===== src/rtl/maxpool2x2_stream.sv =====
// maxpool2x2_stream: streaming 2x2 / stride-2 max pooling over a raster-scan
// pixel stream. A horizontal pair maximum is formed on every odd column; on even
// rows it is parked in a half-width line buffer, and on odd rows it is combined
// with the parked value to emit one pooled pixel. No backpressure; one pixel per
// cycle is sustained indefinitely, and gaps on valid_in simply hold all state.
module maxpool2x2_stream #(
  parameter int DATA_WIDTH = 16,
  parameter int IMG_WIDTH  = 28,
  parameter int IMG_HEIGHT = 28
) (
  input  logic                         clk,
  input  logic                         reset,
  input  logic                         valid_in,
  input  logic signed [DATA_WIDTH-1:0] data_in,
  output logic                         valid_out,
  output logic signed [DATA_WIDTH-1:0] data_out,
  output logic                         frame_done
);

  localparam int COL_W  = (IMG_WIDTH  > 2) ? $clog2(IMG_WIDTH)  : 1;
  localparam int ROW_W  = (IMG_HEIGHT > 2) ? $clog2(IMG_HEIGHT) : 1;
  localparam int HALF_W = IMG_WIDTH / 2;
  localparam int IDX_W  = (HALF_W > 1) ? $clog2(HALF_W) : 1;

  // Odd or degenerate frame dimensions cannot be tiled by 2x2 blocks.
  generate
    if ((IMG_WIDTH % 2) != 0 || IMG_WIDTH < 2 ||
        (IMG_HEIGHT % 2) != 0 || IMG_HEIGHT < 2) begin : g_bad_params
      $error("maxpool2x2_stream: IMG_WIDTH and IMG_HEIGHT must be even and >= 2");
    end
  endgenerate

  function automatic logic signed [DATA_WIDTH-1:0] smax(
    input logic signed [DATA_WIDTH-1:0] a,
    input logic signed [DATA_WIDTH-1:0] b
  );
    return (a > b) ? a : b;
  endfunction

  logic        [COL_W-1:0]      col_q, col_d;
  logic        [ROW_W-1:0]      row_q, row_d;
  logic signed [DATA_WIDTH-1:0] hmax_q, hmax_d;
  logic                         valid_q, valid_d;
  logic signed [DATA_WIDTH-1:0] data_q, data_d;
  logic                         done_q, done_d;

  // Line buffer is data-only: every entry is written on an even row before an
  // odd row reads it, so it needs no reset.
  logic signed [DATA_WIDTH-1:0] linebuf [HALF_W];

  logic                         last_col, last_row, col_odd, row_odd;
  logic        [IDX_W-1:0]      idx;
  logic signed [DATA_WIDTH-1:0] pair, result;

  // Position decode and the two max comparators (horizontal pair, vertical merge).
  always_comb begin
    last_col = (col_q == COL_W'(IMG_WIDTH - 1));
    last_row = (row_q == ROW_W'(IMG_HEIGHT - 1));
    col_odd  = col_q[0];
    row_odd  = row_q[0];
    idx      = IDX_W'(col_q >> 1);
    pair     = smax(hmax_q, data_in);
    result   = smax(linebuf[idx], pair);
  end

  // Next-state: raster counters, pair holding register and the output register.
  always_comb begin
    col_d   = col_q;
    row_d   = row_q;
    hmax_d  = hmax_q;
    valid_d = 1'b0;
    data_d  = data_q;
    done_d  = 1'b0;
    if (valid_in) begin
      if (last_col) begin
        col_d = '0;
        row_d = last_row ? '0 : row_q + ROW_W'(1);
      end else begin
        col_d = col_q + COL_W'(1);
      end
      if (!col_odd) begin
        hmax_d = data_in;
      end
      if (col_odd && row_odd) begin
        valid_d = 1'b1;
        data_d  = result;
        done_d  = last_col && last_row;
      end
    end
  end

  // ---- stage boundary: input pixel -> registered pooled output ----
  // State register with asynchronous reset; a reset mid-frame restarts at (0,0).
  always_ff @(posedge clk or posedge reset) begin
    if (reset) begin
      col_q   <= '0;
      row_q   <= '0;
      hmax_q  <= '0;
      valid_q <= 1'b0;
      data_q  <= '0;
      done_q  <= 1'b0;
    end else begin
      col_q   <= col_d;
      row_q   <= row_d;
      hmax_q  <= hmax_d;
      valid_q <= valid_d;
      data_q  <= data_d;
      done_q  <= done_d;
    end
  end

  // Park the horizontal pair maximum of each even row for the odd row below it.
  always_ff @(posedge clk) begin
    if (valid_in && col_odd && !row_odd) begin
      linebuf[idx] <= pair;
    end
  end

  assign valid_out  = valid_q;
  assign data_out   = data_q;
  assign frame_done = done_q;

endmodule


===== config.mk =====
export PLATFORM = sky130hd
export DESIGN_NAME = maxpool2x2_stream
export DESIGN_NICKNAME = d
export VERILOG_FILES = /design/src/rtl/maxpool2x2_stream.sv
export SDC_FILE = /design/constraint.sdc
export NUM_CORES = 1
export LEC_CHECK = 0
export CELL_PAD_IN_SITES_DETAIL_PLACEMENT = 0
export CELL_PAD_IN_SITES_GLOBAL_PLACEMENT = 2
export CORE_ASPECT_RATIO = 1.2
export CORE_MARGIN = 2
export CORE_UTILIZATION = 51
export CTS_BUF_LIST = sky130_fd_sc_hd__clkbuf_8
export DETAILED_ROUTE_END_ITERATION = 12
export DONT_BUFFER_PORTS = 1
export PLACE_DENSITY = 0.83
export SKIP_CTS_REPAIR_TIMING = 1
export SLEW_MARGIN = 30
export SYNTH_ARGS = -nofsm -noshare
export SYNTH_HDL_FRONTEND = slang
export SYNTH_SLANG_ARGS = --single-unit

===== constraint.sdc =====
create_clock -name clk -period 6.2 [get_ports clk]
set_input_delay 1.24 -clock clk [delete_from_list [all_inputs] [get_ports clk]]
set_output_delay 1.24 -clock clk [all_outputs]
set_load 0.1 [all_outputs]

==> results.cfg <==
[run_status]
result_of_the_run = finished clean

[global_route]
via_count_of_the_first_global_routing_pass = 6078
groute.usage.overall_pct = 20.6
grt_antenna_before_repair = 0
grt_first_pass_wirelength_um = 36200
grt_start_max_net_pins = 45
globalRouteOverflowTotal = 0

[detailed_routing]
routed_length_per_placed_instance_um = 23.9
drt-initial-drc-count = 374
num_vias = 5837
ratio_of_routed_vias_to_standard_cells = 5.91
wl_met2_um = 12800
detail_route.wirelength_um = 23600
met3WireLength_um = 1470
topRoutingLayerUsed = met4
m1WireLength_um = 8910
final_antenna_violating_net_count = 0
route.detailed.drc = 0
drt-pass1-iter-count = 5

[power_and_ir_drop]
clock_power_share_pct = 22.7
total_power_mw = 6.10
swShare_pct = 36.4
combinationalPowerShare_pct = 30.7
pwr-share-seq_pct = 46.5
vdd_ir_drop_max_mv = 0.154
pwr_density_cell_nw_per_um2 = 484
cellLeakagePower_nw = 4.52
power.net_switching_mw = 2.22
internal_dissipation_mw = 3.88

[cts]
cts_tree = yes
cts-root-to-sink-buffers = 3
cts_inserted_buffers = 41
clock-root-buffer = sky130_fd_sc_hd__clkbuf_8
cts.sink_count = 268
cts.clk_slew.worst_paths_ns = 0.06
clock_latency_ns = 0.55
ctsHtreeMaxLevel = 2

[timing]
fin_tns_setup_ns = 0
timing_max_transition_violations_final = 0
fmax_mhz = 193
timing.final.setup_violations = 0
hold_violations = 0
worst_pin_slew_ns = 0.982
slew_headroom_pct = 34.5
clock-skew-final_ns = 0.0168
layout_worst_path_cycle_share_pct = 83.5
finalWorstPathRequiredPeriod_ns = 5.18
grt_setup_unrepaired = no

[logic_synthesis]
number_of_distinct_library_cells_after_synthesis = 41
synthesis.yosys.warnings = 0
mappedNetlistArea_um2 = 11400
synth-edff-count = 224
yosys.area.top_type_share_pct = 59.0
post_synth.cell_area_avg_um2 = 17.7
synth_seq_area_share_pct = 68.7
synthDominantAreaCellType = sky130_fd_sc_hd__edfxtp_1
synthCells = 642
synth_flop_cell = sky130_fd_sc_hd__edfxtp_1
synthArstFlopShare_pct = 16.4
synthesis.nets = 695
ys_seq_elements = 268
synth.area.top_cells = sky130_fd_sc_hd__edfxtp_1, sky130_fd_sc_hd__mux4_2, sky130_fd_sc_hd__dfrtp_1

[placement]
place.port_buffers = 0
gp_congestion = 0.920
hpwl_after_detailed_placement_um = 15100
dpl-instance-area_um2 = 11800

[critical_path]
worst_path_dominant_cell_family = compound AO/OA/AOI/OAI gates
critPathBufInv = 2
worstPathCellList = inv_1 > ha_1 > nand4_1 > or4_1 > o311ai_1 > mux2i_2 > buf_4 > mux2i_1 > ha_1 > and4b_1 > a211oi_1 > o31ai_1 > a21oi_1 > o21a_1 > nand2b_1 > o211ai_1
crit_path_dat_ns = 5.58
cpMostUsedCell = sky130_fd_sc_hd__ha_1
worstSetupStartpointType = input port
timing.setup.critical_path_class = input port to flip-flop
critical_path.max_fanout = 12
cp-end-kind = flip-flop
worst-endpoint-required_ns = 6.61
crit_slowest_cell = sky130_fd_sc_hd__or4_1
critical_path.max_stage_delay_ns = 0.52

[floorplanning]
design.die.area_um2 = 23600
initial_core_utilization_pct = 52.3
boundaryPins = 37
die_width_um = 140
die_extent_in_y_um = 168
core.rowCount = 59
core_area_um2 = 21800

[finish]
layout-drive-gt1-share_pct = 25.4
stdcell_area_um2 = 12600
final_nets = 733
area_growth_pct = 10.5
insertedDiodeCount = 0
number_of_fill_cells = 1642
most-common-layout-cells = sky130_fd_sc_hd__edfxtp_1, sky130_fd_sc_hd__mux4_2, sky130_fd_sc_hd__inv_1, sky130_fd_sc_hd__clkbuf_8, sky130_fd_sc_hd__dfrtp_1
layout.cells.most_common = sky130_fd_sc_hd__edfxtp_1

[flow_run]
max_cap_viol_count = 0

[min_path]
min-delay-path-class = flip-flop to flip-flop
==> layout make-up <==
class | instances | area (µm²) | share of cell area (%)
Sequential cell | 268 | 7830 | 62.2
Clock inverter | 34 | 198 | 1.57
Timing Repair Buffer | 22 | 165 | 1.31
Multi-Input combinational cell | 307 | 3320 | 26.4
Inverter | 40 | 151 | 1.20
Clock buffer | 42 | 578 | 4.59
Tap cell | 274 | 343 | 2.72
==> cells by family after synthesis <==
kind of cell             share of synthesized area (%)
AO/OA/AOI/OAI                                     3.27
adder cells (fa/ha/maj)                           3.73
buffers and inverters                             2.31
flip-flops                                        68.7
multiplexers                                      17.6
AND/OR/NAND/NOR                                   4.38
==> worst register-to-register path, stage by stage (launching register included) <==
cell and delay, ns:
sky130_fd_sc_hd__dfrtp_1 0.40, sky130_fd_sc_hd__ha_1 0.33, sky130_fd_sc_hd__nand4_1 0.16, sky130_fd_sc_hd__or4_1 0.52
sky130_fd_sc_hd__o311ai_1 0.38, sky130_fd_sc_hd__mux2i_2 0.28, sky130_fd_sc_hd__buf_4 0.25, sky130_fd_sc_hd__mux2i_1 0.46
sky130_fd_sc_hd__ha_1 0.34, sky130_fd_sc_hd__and4b_1 0.20, sky130_fd_sc_hd__a211oi_1 0.30, sky130_fd_sc_hd__o31ai_1 0.15
sky130_fd_sc_hd__a21oi_1 0.21, sky130_fd_sc_hd__o21a_1 0.19, sky130_fd_sc_hd__nand2b_1 0.40, sky130_fd_sc_hd__o211ai_1 0.18
==> metal layers <==
layer | global-route usage (%) | vias to the layer above
met4 | 5.84 | 0
met3 | 4.15 | 32
met5 | 0 | -
met2 | 37.1 | 172
met1 | 25.3 | 3006
li1 | - | 2627
==> flip-flops by register name, indices dropped and copies added (netlist names) <==
name        count
frame_done      1
valid_out       1
hmax_q         16
col_q           5
data_out       16
row_q           5
linebuf       224
==> power by group through the flow <==
stage	Sequential, mW	Combinational [mW]	Clock [mW]
finish	2.84	1.87	1.39
global route	2.87	2.06	1.49
CTS	2.84	1.89	1.42
detailed placement	2.88	1.89	0
global placement	2.87	1.83	0
floorplan	2.74	1.47	0
==> stage by stage <==
step                      worst slack, ns  utilization (%)  hold slack (ns)  std cells
after floorplan                     0.736                -            0.454        642
after global placement              0.582             54.2            0.473        911
after detailed placement            0.437             54.2            0.489        911
after CTS                            1.00             57.8            0.500        987
after global routing                0.654             57.8            0.533        987
final                                1.02             57.8            0.494        987
==> final timing paths <==
kind	start	end	slack (ns)	cells after the start
min in group asynchronous	reset	hmax_q[5]	0.69	1
worst min register to register	row_q[4]	row_q[4]	0.49	2
worst max-delay path	data_in[13]	data_out[11]	1.02	16
max in group asynchronous	reset	col_q[1]	4.97	1
worst max register to register	hmax_q[13]	data_out[11]	1.33	15
worst min-delay path	row_q[4]	row_q[4]	0.49	2
==> cell usage after synthesis, drive strengths merged (4+ instances only) <==
cell type  number
edfxtp        224
mux4           63
dfrtp          44
inv            39
mux2           37
ha             34
nand2          30
nand3          20
nor2           18
clkbuf         16
mux2i          15
a21oi          13
o211ai         13
buf            11
nor3           10
o21ai           8
a21o            7
nand4           7
nand2b          5
a221o           4
nor2b           4
No activity file was read; power rests on OpenSTA's default activity.
